===== config.mk =====
export PLATFORM = sky130hd
export DESIGN_NAME = reset_sequencer
export DESIGN_NICKNAME = d
export VERILOG_FILES = /design/src/rtl/reset_seq_pkg.sv /design/src/rtl/reset_sync_n.sv /design/src/rtl/reset_sequencer.sv
export SDC_FILE = /design/constraint.sdc
export NUM_CORES = 1
export LEC_CHECK = 0
export ABC_AREA = 1
export BUFFER_PORTS_ARGS = -buffer_cell sky130_fd_sc_hd__buf_2
export CAP_MARGIN = 20
export CORE_ASPECT_RATIO = 1.5
export CORE_MARGIN = 3
export CORE_UTILIZATION = 50
export CTS_CLUSTER_DIAMETER = 120
export DETAILED_ROUTE_END_ITERATION = 10
export PLACE_DENSITY = 0.71
export SKIP_LAST_GASP = 1
export SLEW_MARGIN = 40
export SYNTH_ARGS = -nofsm -noshare
export SYNTH_HDL_FRONTEND = slang
export SYNTH_SLANG_ARGS = --single-unit

===== constraint.sdc =====
create_clock -name clk -period 1.75 [get_ports clk]
set_clock_uncertainty 0.05 [all_clocks]
set_input_delay 0.2625 -clock clk [delete_from_list [all_inputs] [get_ports clk]]
set_output_delay 0.2625 -clock clk [all_outputs]
set_load 0.02 [all_outputs]

===== src/rtl/reset_seq_pkg.sv =====
// Shared types and constants for the reset sequencer and its users.
package reset_seq_pkg;

    typedef enum logic [1:0] {
        SYNC    = 2'd0,
        HOLD    = 2'd1,
        RELEASE = 2'd2,
        DONE    = 2'd3
    } reset_seq_state_t;

    localparam int SOFT_COUNT_W = 16;

    function automatic int max_int(input int a, input int b);
        return (a > b) ? a : b;
    endfunction

endpackage


===== src/rtl/reset_sync_n.sv =====
// Active-low reset synchronizer: asynchronous assertion, release after SYNC_STAGES clocks.
module reset_sync_n #(
    parameter int SYNC_STAGES = 2
) (
    input  logic clk_i,
    input  logic arst_n_i,
    output logic sync_o
);

    logic [SYNC_STAGES-1:0] chain_q;

    // Shift chain cleared asynchronously, filled with ones after release.
    always_ff @(posedge clk_i or negedge arst_n_i) begin
        if (!arst_n_i) begin
            chain_q <= {SYNC_STAGES{1'b0}};
        end else begin
            chain_q <= {chain_q[SYNC_STAGES-2:0], 1'b1};
        end
    end

    assign sync_o = chain_q[SYNC_STAGES-1];

endmodule


===== src/rtl/reset_sequencer.sv =====
// Root reset sequencer: hold all stage resets, then release them in index order.
// Optional saturating soft-reset counter enabled by the RESET_SEQ_COUNT_EN macro.
module reset_sequencer
    import reset_seq_pkg::*;
#(
    parameter int NUM_STAGES        = 4,
    parameter int SYNC_STAGES       = 2,
    parameter int MIN_ASSERT_CYCLES = 16,
    parameter int STAGE_GAP         = 8
) (
    input  logic                    clk,
    input  logic                    reset_n,
    input  logic                    soft_req,
    output logic                    soft_ack,
    output logic [NUM_STAGES-1:0]   reset_out,
    output logic                    done
`ifdef RESET_SEQ_COUNT_EN
    ,
    output logic [SOFT_COUNT_W-1:0] soft_count
`endif
);

    localparam int CNT_W = $clog2(max_int(MIN_ASSERT_CYCLES, STAGE_GAP) + 1);
    localparam int IDX_W = $clog2(NUM_STAGES) + 1;

    reset_seq_state_t       state_q, state_d;
    logic [CNT_W-1:0]       cnt_q, cnt_d;
    logic [IDX_W-1:0]       idx_q, idx_d;
    logic                   soft_pending_q, soft_pending_d;
    logic                   soft_req_q;
    logic [NUM_STAGES-1:0]  reset_out_q, reset_out_d;
    logic                   done_q, done_d;
    logic                   soft_ack_q, soft_ack_d;
    logic                   sync_s;
    logic                   soft_rise_s;

    reset_sync_n #(
        .SYNC_STAGES (SYNC_STAGES)
    ) u_reset_sync_n (
        .clk_i    (clk),
        .arst_n_i (reset_n),
        .sync_o   (sync_s)
    );

    assign soft_rise_s = soft_req & ~soft_req_q;

    // Next-state, counters and registered-output values.
    always_comb begin
        state_d        = state_q;
        cnt_d          = cnt_q;
        idx_d          = idx_q;
        soft_pending_d = soft_pending_q;
        reset_out_d    = {NUM_STAGES{1'b1}};
        done_d         = 1'b0;
        soft_ack_d     = 1'b0;

        case (state_q)
            SYNC: begin
                if (sync_s) begin
                    state_d = HOLD;
                    cnt_d   = {CNT_W{1'b0}};
                end else begin
                    state_d = SYNC;
                end
            end
            HOLD: begin
                if (cnt_q == CNT_W'(MIN_ASSERT_CYCLES - 1)) begin
                    state_d = RELEASE;
                    idx_d   = {IDX_W{1'b0}};
                    cnt_d   = {CNT_W{1'b0}};
                end else begin
                    cnt_d = cnt_q + CNT_W'(1);
                end
            end
            RELEASE: begin
                if (idx_q == IDX_W'(NUM_STAGES - 1)) begin
                    state_d = DONE;
                end else if (cnt_q == CNT_W'(STAGE_GAP - 1)) begin
                    idx_d = idx_q + IDX_W'(1);
                    cnt_d = {CNT_W{1'b0}};
                end else begin
                    cnt_d = cnt_q + CNT_W'(1);
                end
            end
            DONE: begin
                if (soft_rise_s) begin
                    state_d        = HOLD;
                    cnt_d          = {CNT_W{1'b0}};
                    soft_pending_d = 1'b1;
                end else begin
                    state_d = DONE;
                end
            end
            default: begin
                state_d = SYNC;
            end
        endcase

        // Ack only on the entry into DONE that completes a soft request.
        if ((state_d == DONE) && (state_q != DONE) && soft_pending_q) begin
            soft_ack_d     = 1'b1;
            soft_pending_d = 1'b0;
        end else begin
            soft_ack_d = 1'b0;
        end

        if (state_d == DONE) begin
            done_d      = 1'b1;
            reset_out_d = {NUM_STAGES{1'b0}};
        end else if (state_d == RELEASE) begin
            done_d = 1'b0;
            for (int i = 0; i < NUM_STAGES; i++) begin
                if (IDX_W'(i) <= idx_d) begin
                    reset_out_d[i] = 1'b0;
                end else begin
                    reset_out_d[i] = 1'b1;
                end
            end
        end else begin
            done_d      = 1'b0;
            reset_out_d = {NUM_STAGES{1'b1}};
        end
    end

    // State and output registers; reset_n forces every stage reset immediately.
    always_ff @(posedge clk or negedge reset_n) begin
        if (!reset_n) begin
            state_q        <= SYNC;
            cnt_q          <= {CNT_W{1'b0}};
            idx_q          <= {IDX_W{1'b0}};
            soft_pending_q <= 1'b0;
            soft_req_q     <= 1'b0;
            reset_out_q    <= {NUM_STAGES{1'b1}};
            done_q         <= 1'b0;
            soft_ack_q     <= 1'b0;
        end else begin
            state_q        <= state_d;
            cnt_q          <= cnt_d;
            idx_q          <= idx_d;
            soft_pending_q <= soft_pending_d;
            soft_req_q     <= soft_req;
            reset_out_q    <= reset_out_d;
            done_q         <= done_d;
            soft_ack_q     <= soft_ack_d;
        end
    end

    assign reset_out = reset_out_q;
    assign done      = done_q;
    assign soft_ack  = soft_ack_q;

`ifdef RESET_SEQ_COUNT_EN
    logic [SOFT_COUNT_W-1:0] soft_count_q;

    // Saturating count of completed soft sequences, cleared only by reset_n.
    always_ff @(posedge clk or negedge reset_n) begin
        if (!reset_n) begin
            soft_count_q <= {SOFT_COUNT_W{1'b0}};
        end else if (soft_ack_d && (soft_count_q != {SOFT_COUNT_W{1'b1}})) begin
            soft_count_q <= soft_count_q + SOFT_COUNT_W'(1);
        end else begin
            soft_count_q <= soft_count_q;
        end
    end

    assign soft_count = soft_count_q;
`endif

endmodule

==> results.json <==
{
  "fmax_ghz": 0.568,
  "whs_ns": 0.0234,
  "overflow": 0,
  "hold_path_depth": 1,
  "antennaDiodeCount": 0,
  "grt_max_degree": 21,
  "start_kind": "register",
  "critPathKind": "reg -> reg",
  "mostFrequentLayoutCells": "inv_1 (23), buf_4 (21), nand2_1 (16), dfrtp_1 (16), nand2_2 (9)",
  "h-tree-depth": 1,
  "die-width_um": 44.1,
  "worstPathCellList": "ha_2 > nand2_2 > nor2_4 > ha_4 > inv_2 > nand2_4 > nand2_2 > nand2_1 > nand4_1 > nand2_4 > nand2_4 > a21oi_2",
  "hold_path_end": "soft_req_q$_DFF_PN0_",
  "drc": 0,
  "final_common_cell": "inv_1",
  "avgSynthCellArea_um2": 8.59,
  "dr_wl_met3_um": 42,
  "syn2layout_area_growth_pct": 36.5,
  "yosys_warnings": 0,
  "chipHeight_um": 63.2,
  "clock-sinks": 20,
  "globalplace.congestion": 0.885,
  "core_mm2": 0.00205,
  "syn_nets": 140,
  "r2r_cells": 12,
  "top_layer": "met4",
  "period_minus_slack_ns": 1.76,
  "numPortBuffers": 8,
  "nets": 175,
  "arrival_ns": 1.95,
  "critPathMaxFanout": 4,
  "post_synth_num_cell_types": 24,
  "period_share_pct": 101,
  "path_delay_family": "simple AND/OR/NAND/NOR gates",
  "rsz0062_at_grt": "yes",
  "antenna_found_initial": 0,
  "wire_per_inst_um": 12.9,
  "status": "finished, violations left",
  "end_kind": "register",
  "routed_wl_mm": 2.36,
  "rows": 20,
  "maxSlewViolCount": 0,
  "grt_pass1_wl_mm": 3.92,
  "clock_latency_ns": 0.30,
  "root_buffer": "clkbuf_4",
  "boundaryPins": 9,
  "cts-buffers-inserted": 3,
  "stdcell_count": 183,
  "critPathBufInv": 1,
  "firstDrtPassIters": 4,
  "wl_met2_mm": 1.32,
  "via_count": 915,
  "max_stage_delay_ns": 0.38,
  "power_density_mw_per_mm2": 989,
  "drtIter0Drc": 20,
  "finalWorstSetupSlack_ns": -0.0115,
  "reg2reg_slack_ns": -0.01,
  "synth_seq_cells": 20,
  "clock_path_buffers": 2,
  "yosysSeqAreaShare_pct": 46.3,
  "required_ns": 1.94,
  "slowest_stage": "dfrtp_1",
  "avgViaCountPerCell": 5.00,
  "clkTransAtPathRegs_ns": 0.11,
  "synthesis.area_mm2": 0.00109,
  "grt_usage_pct": 18.2,
  "final_layout_size_suffix_gt1_share_pct": 45.3,
  "grt_pass1_vias": 959,
  "crit_top_cell": "nand2_4",
  "placed_cells": 170,
  "syn_inst": 127,
  "die_area_mm2": 0.00279,
  "finalHoldViolCount": 0,
  "wirelength_met1_um": 957,
  "start_util_pct": 53.2,
  "setup_violations": 1,
  "max-vdd-ir-drop_mv": 0.776,
  "power_leakage_uw": 0.000789,
  "r2r-start": "cnt_q[0]$_DFFE_PN0P_",
  "ant_nets": 0,
  "hp-class": "in -> reg",
  "r2r_end": "reset_out[3]$_DFF_PN1_",
  "failed_checks": "setup timing",
  "drv_cap": 0,
  "hp-start": "soft_req",
  "hpwlAfterDp_mm": 1.60,
  "cts_tree": "yes"
}
per-stage QoR:
step / power (uW) / setup TNS [ns] / util (%) / worst slack, ns / area (um2)
final: 1470 / -0.0115 / 72.6 / -0.0115 / 1490
after floorplan: 821 / 0 / - / 0.0340 / 1090
after detailed placement: 977 / -0.156 / 61.0 / -0.0492 / 1250
after CTS: 1380 / 0 / 66.1 / 0.00311 / 1360
after global placement: 964 / 0 / 61.0 / 0.0295 / 1250
after global routing: 1560 / -0.631 / 72.6 / -0.126 / 1490
state kept, by name, indices dropped and copies added (netlist names):
register                count
idx_q                       3
soft_req_q                  1
state_q                     2
reset_out                   4
u_reset_sync_n.chain_q      2
soft_ack                    1
cnt_q                       5
done                        1
soft_pending_q              1
worst reg2reg max path: stages (launching register included):
cell and delay (ns):
dfrtp_1 0.38, ha_2 0.19, nand2_2 0.08, nor2_4 0.15, ha_4 0.15, inv_2 0.04
nand2_4 0.06, nand2_2 0.05, nand2_1 0.06, nand4_1 0.17, nand2_4 0.15, nand2_4 0.06
a21oi_2 0.11
cells by family (layout without fill, tap and decap cells):
group	Yosys count	after routing	share of synthesized area (%)
simple gates	54	54	23.5
flops	20	20	46.3
fa+ha+maj	10	10	11.5
other cells	1	1	0.344
buf+inv	29	63	10.7
compound gates	13	13	7.68
layer usage:
| layer | vias to the layer above | global-route usage, % |
|---|---|---|
| met5 | - | 0 |
| met4 | 0 | 7.55 |
| met3 | 4 | 3.14 |
| met2 | 11 | 32.7 |
| met1 | 439 | 20.2 |
| li1 | 461 | - |
cell type report:
type	count	area, um2
Clock buffer	3	22.5
Timing Repair Buffer	31	219
Inverter	28	108
Sequential cell	20	505
Clock inverter	1	30.0
Multi-Input combinational cell	78	577
Fill cell	138	563
Tap cell	22	27.5
synth_stat cells:
| cell type | instances | area [um2] |
|---|---|---|
| inv_1 | 24 | 90.1 |
| nor2_1 | 6 | 22.5 |
| dfstp_2 | 4 | 105 |
| a31o_2 | 1 | 8.76 |
| inv_2 | 4 | 15.0 |
| dfrtp_1 | 16 | 400 |
| buf_6 | 1 | 11.3 |
| nand3_1 | 9 | 45.0 |
| and2_1 | 1 | 6.26 |
| o22ai_1 | 1 | 6.26 |
| ha_1 | 10 | 125 |
| a21boi_1 | 1 | 7.51 |
| nand2_2 | 7 | 43.8 |
| nor3b_1 | 1 | 7.51 |
| nor2_4 | 1 | 11.3 |
| a21oi_1 | 2 | 10.0 |
| nand4_1 | 4 | 25.0 |
| a21oi_2 | 1 | 8.76 |
| o21ai_0 | 5 | 25.0 |
| nor3_1 | 1 | 5.00 |
| conb_1 | 1 | 3.75 |
| o21ai_2 | 1 | 8.76 |
| o311ai_0 | 1 | 8.76 |
| nand2_1 | 24 | 90.1 |
where the power goes:
| group | internal [uW] | switching [uW] |
|---|---|---|
| clock | 232 | 140 |
| combinational | 267 | 308 |
| sequential | 501 | 25.4 |
worst max path at each step:
stage | startpoint | endpoint | cells past startpoint
floorplan | cnt_q[0]$_DFFE_PN0P_ | soft_pending_q$_DFFE_PN0P_ | 12
global placement | idx_q[0]$_DFF_PN0_ | cnt_q[0]$_DFFE_PN0P_ | 8
detailed placement | cnt_q[1]$_DFFE_PN0P_ | reset_out[1]$_DFF_PN1_ | 13
CTS | idx_q[0]$_DFF_PN0_ | cnt_q[0]$_DFFE_PN0P_ | 8
global route | cnt_q[1]$_DFFE_PN0P_ | soft_ack$_DFF_PN0_ | 10
finish | cnt_q[0]$_DFFE_PN0P_ | reset_out[3]$_DFF_PN1_ | 12
repair_timing:
| item | CTS | global route |
|---|---|---|
| pin swaps | 2 | 15 |
| setup buffers | 2 | 6 |
| cloned | 0 | 0 |
| endpoints found under the hold margin | 16 | 0 |
| endpoints found under the setup margin | 4 | 11 |
| resized for setup | 9 | 26 |
| hold buffers | 1 | 0 |
Power figures use the tool's default switching activity.
